## src/rtl/booth_pp_gen_pkg.sv

```systemverilog
// Shared FPU mantissa-multiplier constants and the radix-4 Booth digit encoding.
// Imported by booth_pp_gen and booth_digit_enc.
package booth_pp_gen_pkg;

  localparam int C_MANT = 23;
  localparam int C_OPW  = C_MANT + 1;
  localparam int C_NPP  = (C_MANT + 3) / 2;
  localparam int C_PPW  = 2 * C_MANT + 3;
  localparam int C_BEXT = C_OPW + 3;
  localparam int C_PPV  = C_NPP * C_PPW;

  // One Booth digit in {-2..+2}: magnitude select (one/two) plus sign.
  typedef struct packed {
    logic neg;
    logic one;
    logic two;
  } booth_digit_t;

endpackage

```

## src/rtl/booth_digit_enc.sv

```systemverilog
// Radix-4 Booth recoder: one overlapping multiplier bit triple to {neg, one, two}.
// Purely combinational; 3'b111 maps to a positive zero so no negative-zero PP exists.
module booth_digit_enc
  import booth_pp_gen_pkg::*;
(
  input  logic [2:0]   triple,
  output booth_digit_t digit
);

  always_comb begin
    digit = '0;
    unique case (triple)
      3'b001, 3'b010: digit.one = 1'b1;
      3'b011: digit.two = 1'b1;
      3'b100: begin
        digit.neg = 1'b1;
        digit.two = 1'b1;
      end
      3'b101, 3'b110: begin
        digit.neg = 1'b1;
        digit.one = 1'b1;
      end
      default: digit = '0;
    endcase
  end

endmodule

```

## src/rtl/booth_pp_gen.sv

```systemverilog
// Two-stage radix-4 Booth partial-product generator (recode, then PP form) feeding the Wallace tree.
// Optional FPU_PP_OPERAND_GATE_EN: load data only on valid transfers and zero the PP bus when idle.
module booth_pp_gen
  import booth_pp_gen_pkg::*;
(
  input  logic             Clk_CI,
  input  logic             Rst_RBI,
  input  logic             Flush_SI,
  input  logic             Valid_SI,
  output logic             Ready_SO,
  input  logic [C_OPW-1:0] Mant_a_DI,
  input  logic [C_OPW-1:0] Mant_b_DI,
  output logic             Valid_SO,
  input  logic             Ready_SI,
  output logic [C_PPV-1:0] Pp_index_DO
);

  localparam logic [C_PPW-1:0] PP_ONE = {{(C_PPW-1){1'b0}}, 1'b1};

  logic                     s1_valid, s2_valid;
  logic                     s1_adv, s2_adv;
  logic                     s1_load, s2_load;
  logic [C_BEXT-1:0]        b_ext;
  booth_digit_t [C_NPP-1:0] dig_d;
  booth_digit_t [C_NPP-1:0] s1_dig;
  logic [C_OPW-1:0]         s1_a;
  logic [C_PPV-1:0]         pp_d;
  logic [C_PPV-1:0]         s2_pp;
  logic [C_PPW-1:0]         mag;
  logic [C_PPW-1:0]         pp_val;

  assign s2_adv   = ~s2_valid | Ready_SI;
  assign s1_adv   = ~s1_valid | s2_adv;
  assign Ready_SO = s1_adv;
  assign Valid_SO = s2_valid;

`ifdef FPU_PP_OPERAND_GATE_EN
  assign s1_load     = s1_adv & Valid_SI;
  assign s2_load     = s2_adv & s1_valid;
  assign Pp_index_DO = s2_valid ? s2_pp : '0;
`else
  assign s1_load     = s1_adv;
  assign s2_load     = s2_adv;
  assign Pp_index_DO = s2_pp;
`endif

  // Stage 1: recode B; the top triple only ever sees {0,0,B[msb]}.
  assign b_ext = {2'b00, Mant_b_DI, 1'b0};

  for (genvar i = 0; i < C_NPP; i++) begin : gen_enc
    booth_digit_enc u_enc (
      .triple (b_ext[2*i+2 -: 3]),
      .digit  (dig_d[i])
    );
  end

  always_ff @(posedge Clk_CI or negedge Rst_RBI) begin
    if (!Rst_RBI) begin
      s1_valid <= 1'b0;
      s2_valid <= 1'b0;
    end else if (Flush_SI) begin
      s1_valid <= 1'b0;
      s2_valid <= 1'b0;
    end else begin
      if (s2_adv) s2_valid <= s1_valid;
      if (s1_adv) s1_valid <= Valid_SI;
    end
  end

  always_ff @(posedge Clk_CI or negedge Rst_RBI) begin
    if (!Rst_RBI) begin
      s1_a   <= '0;
      s1_dig <= '0;
      s2_pp  <= '0;
    end else begin
      if (s1_load) begin
        s1_a   <= Mant_a_DI;
        s1_dig <= dig_d;
      end
      if (s2_load) s2_pp <= pp_d;
    end
  end

  // Stage 2: select 0/A/2A, negate in full two's complement (the +1 folded in), shift by 2i.
  always_comb begin
    pp_d   = '0;
    mag    = '0;
    pp_val = '0;
    for (int i = 0; i < C_NPP; i++) begin
      if (s1_dig[i].two)
        mag = {{(C_PPW-C_OPW-1){1'b0}}, s1_a, 1'b0};
      else if (s1_dig[i].one)
        mag = {{(C_PPW-C_OPW){1'b0}}, s1_a};
      else
        mag = '0;
      pp_val = s1_dig[i].neg ? (~mag + PP_ONE) : mag;
      pp_d[i*C_PPW +: C_PPW] = pp_val << (2*i);
    end
  end

endmodule
```

## config.mk

```make
export PLATFORM = sky130hd
export DESIGN_NAME = booth_pp_gen
export DESIGN_NICKNAME = d
export VERILOG_FILES = /design/src/rtl/booth_pp_gen_pkg.sv /design/src/rtl/booth_digit_enc.sv /design/src/rtl/booth_pp_gen.sv
export SDC_FILE = /design/constraint.sdc
export NUM_CORES = 1
export LEC_CHECK = 0
export BUFFER_PORTS_ARGS = -buffer_cell sky130_fd_sc_hd__buf_2
export CAP_MARGIN = 30
export CORE_AREA = 2 2 271 273
export CTS_CLUSTER_DIAMETER = 60
export DETAILED_ROUTE_END_ITERATION = 10
export DIE_AREA = 0 0 273 275
export MAX_ROUTING_LAYER = met4
export PLACE_DENSITY_LB_ADDON = 0.2
export SLEW_MARGIN = 30
export SYNTH_ARGS = -nofsm -noshare
export SYNTH_HDL_FRONTEND = slang
export SYNTH_SLANG_ARGS = --single-unit
```

## constraint.sdc

```tcl
create_clock -name Clk_CI -period 9 [get_ports Clk_CI]
set_clock_uncertainty 0.05 [all_clocks]
set_input_delay 0.45 -clock Clk_CI [delete_from_list [all_inputs] [get_ports Clk_CI]]
set_output_delay 0.45 -clock Clk_CI [all_outputs]
set_load 0.005 [all_outputs]
```

==> flow_summary.toml <==
[outcome]
status = "finished clean"

[sta]
worst_slew_pin_slew_ps = 1100
layout_min_cycle_time_ps = 4050
setup_violations = 0
min_period_over_period_pct = 45.0
max_freq_ghz = 0.247
hold_viol_final = 0
slew_headroom_pct = 26.1
grt_setup_unrepaired = "no"
setup-tns-final_ps = 0
slew_violations = 0

[synth]
synth_fa_ha_area_share_pct = 0.606
synth_largest_area_cell = "dfrtp_1"
synth_edf_count = 0
synth_top_cell_area_share_pct = 39.6
async_flop_share_pct = 100
synth-simple-area-share_pct = 18.2
synth_ff_type = "dfrtp_1"
synth_area_leaders = "dfrtp_1 (40%), nand2_1 (7.0%), a21oi_1 (5.1%), o21ai_0 (4.7%), xnor2_1 (4.5%)"
synth_area_um2 = 33100
synthCells = 4033
synth_mux_area_share_pct = 2.48
synth-seq-cells = 523
synth_compound_area_share_pct = 23.2
synth.avg_cell_area_um2 = 8.20
ys_warn_count = 0
synth_seq_area_share_pct = 39.6
synth_top_family_by_area = "compound AO/OA/AOI/OAI gates"
synth_cell_types = 80
synthXorXnorAreaFrac_pct = 7.10

[worst_setup_path]
r2r-start = "s1_a[3]$_DFFE_PN0P_"
end_kind = "output port"
cp-endpoint = "Ready_SO"
worstSetupPathType = "reg2out"
cp.arrival_ps = 3550
reg2reg_to = "Pp_index_DO[435]$_DFFE_PN0P_"
r2r_cells = 7
path_max_fanout = 85
crit_start = "Valid_SO$_DFFE_PN0P_"
critPathLaunchType = "flop"
regToRegSetupSlack_ps = 5110
cp.required_ps = 8500

[place]
dp_hpwl_um = 83900
gp_congestion = 0.920
placed_area_um2 = 35400
portBuffers = 534

[final_layout]
multi_input_area_um2 = 17700
layout.nets = 4391
layout_common_cells = "nand2_1 (618), buf_2 (533), dfrtp_1 (496)"
fillers = 7014
layout-drive-gt1-share_pct = 18.9
layout_commonest_cell = "nand2_1"
seqCellArea_um2 = 13100
area_growth_pct = 14.3
final_area_um2 = 37800

[global_route]
grt_max_degree = 168
grtUsageTotal_pct = 32.5
grt_pass1_vias = 27700
overflow = 0
grt_pass1_wl_um = 180000
antenna_found_initial = 9

[floorplan]
rows = 99
chipHeight_um = 275
start_util_pct = 45.7
dieArea_um2 = 75100
core_um2 = 72300
pin_count = 692
chipWidth_um = 273

[power_and_ir_drop]
netSwitchingPower_mw = 2.66
ir_drop_mv = 0.139
seqPwrFrac_pct = 38.5
power.density_nw_per_um2 = 206
share_comb_of_total_power_pct = 26.1
switching_share_pct = 34.3
leakage_nw = 18.0
p_int_mw = 5.11
power.share.clock_pct = 35.4

[clock_tree]
clockBufferDepth = 3
cts.clk_slew.worst_paths_ps = 60
cts_resized = 0
clock_latency_ps = 620
cts_htree_levels = 3
cts_num_sinks = 523
cts_tree = "yes"
cts-root-buf = "clkbuf_16"
cts_made_buffers = 66
post_cts_buffers = 0

[route]
drc_errors = 0
final_antenna_net_count = 0
wirelength_um = 124000
wl_per_cell_um = 23.1
drt-initial-drc-count = 3472
firstDrtPassIters = 8
routed_via_density = 5.78
vias = 30900

[job]
cap_violations = 0

[worst_hold_path]
holdCritPathClass = "in2reg"
-- power groups by stage --
stage | Sequential [mW] | Clock, mW | Combinational [mW]
floorplan | 2.95 | 0 | 1.21
detailed placement | 3.02 | 0 | 2.01
CTS | 2.99 | 2.80 | 2.02
global route | 3.03 | 2.89 | 2.21
finish | 2.99 | 2.75 | 2.03
global placement | 3.02 | 0 | 1.99
-- state kept, by name, indices dropped and copies added, names as in the netlist --
name,cells
Pp_index_DO,460
s1_a,24
s1_dig,37
s1_valid,1
Valid_SO,1
-- logic make-up after synthesis --
group                      count (synthesis)
and+or+nand+nor                         1344
AOI/OAI and AO/OA                       1210
buffers and inverters                    593
DFF                                      523
xor gates and xnor gates                 268
muxes                                     78
adders and majority gates                 16
other                                      1
-- metrics by stage --
stage	worst slack [ps]	hold slack [ps]	total power, mW	utilization (%)	std cells
5_1_grt	4760	41.9	8.14	52.2	5340
6_report	4950	36.0	7.77	52.2	5341
2_1_floorplan	5600	104	4.17	-	4189
4_1_cts	4930	7.30	7.80	52.1	5330
3_3_place_gp	5250	396	5.01	48.9	5205
3_5_place_dp	5200	401	5.03	48.9	5205
-- layer usage --
metal	wire length, µm	share of wire, %	vias up	global-route usage [%]
li1	-	-	14300	-
met1	52500	42	14800	44.4
met2	55800	45	1596	48.2
met3	11300	9.1	217	6.17
met4	3980	3.2	0	11.4
met5	0	0	-	-
-- Yosys cell counts (16+ instances only) --
cell type / n
a21o_1: 152
a21oi_1: 334
a22o_1: 35
a22oi_1: 54
a311oi_1: 20
a31oi_1: 47
and2_1: 16
and3b_1: 20
buf_1: 81
buf_4: 177
clkbuf_1: 273
dfrtp_1: 523
ha_1: 16
inv_1: 48
mux2_2: 31
mux2i_1: 47
nand2_1: 618
nand2b_1: 36
nand3_1: 63
nand3b_1: 19
nand4_1: 16
nor2_1: 365
nor2b_1: 46
nor3_1: 38
o21ai_0: 310
o31ai_1: 84
o41ai_1: 22
or2_2: 20
or3_1: 16
xnor2_1: 168
xor2_1: 100
-- cell type report --
class                   count  area share, %
well taps                 959           3.18
clock inverters            32           1.08
multi-input cells        3073           46.8
inverters                  49          0.490
clock buffers              88           4.83
flip-flops and latches    523           34.7
diodes                      8         0.0530
repair buffers            609           8.84
-- critical path: stages (launching register included) --
cell      delay [ps]
dfrtp_1          400
nor2b_4          150
buf_4            620
and2_2           910
clkinv_2         100
buf_4            390
buf_2            270
-- how the worst min path moves through the flow --
stage                                    to                         start  depth (start not counted)
2_1_floorplan    Pp_index_DO[0]$_DFFE_PN0P_                       Rst_RBI                          0
5_1_grt                s1_a[21]$_DFFE_PN0P_                 Mant_a_DI[21]                          3
3_3_place_gp   Pp_index_DO[619]$_DFFE_PN0P_  Pp_index_DO[619]$_DFFE_PN0P_                          2
4_1_cts                 s1_a[6]$_DFFE_PN0P_                  Mant_a_DI[6]                          3
3_5_place_dp   Pp_index_DO[620]$_DFFE_PN0P_  Pp_index_DO[620]$_DFFE_PN0P_                          2
6_report               s1_a[21]$_DFFE_PN0P_                 Mant_a_DI[21]                          3
-- what timing repair did --
action | in CTS | in global routing
setup endpoints to repair | 0 | 0
hold endpoints to repair | 123 | 0
hold buffers | 5 | 0
(Power assumes the default switching activity.)
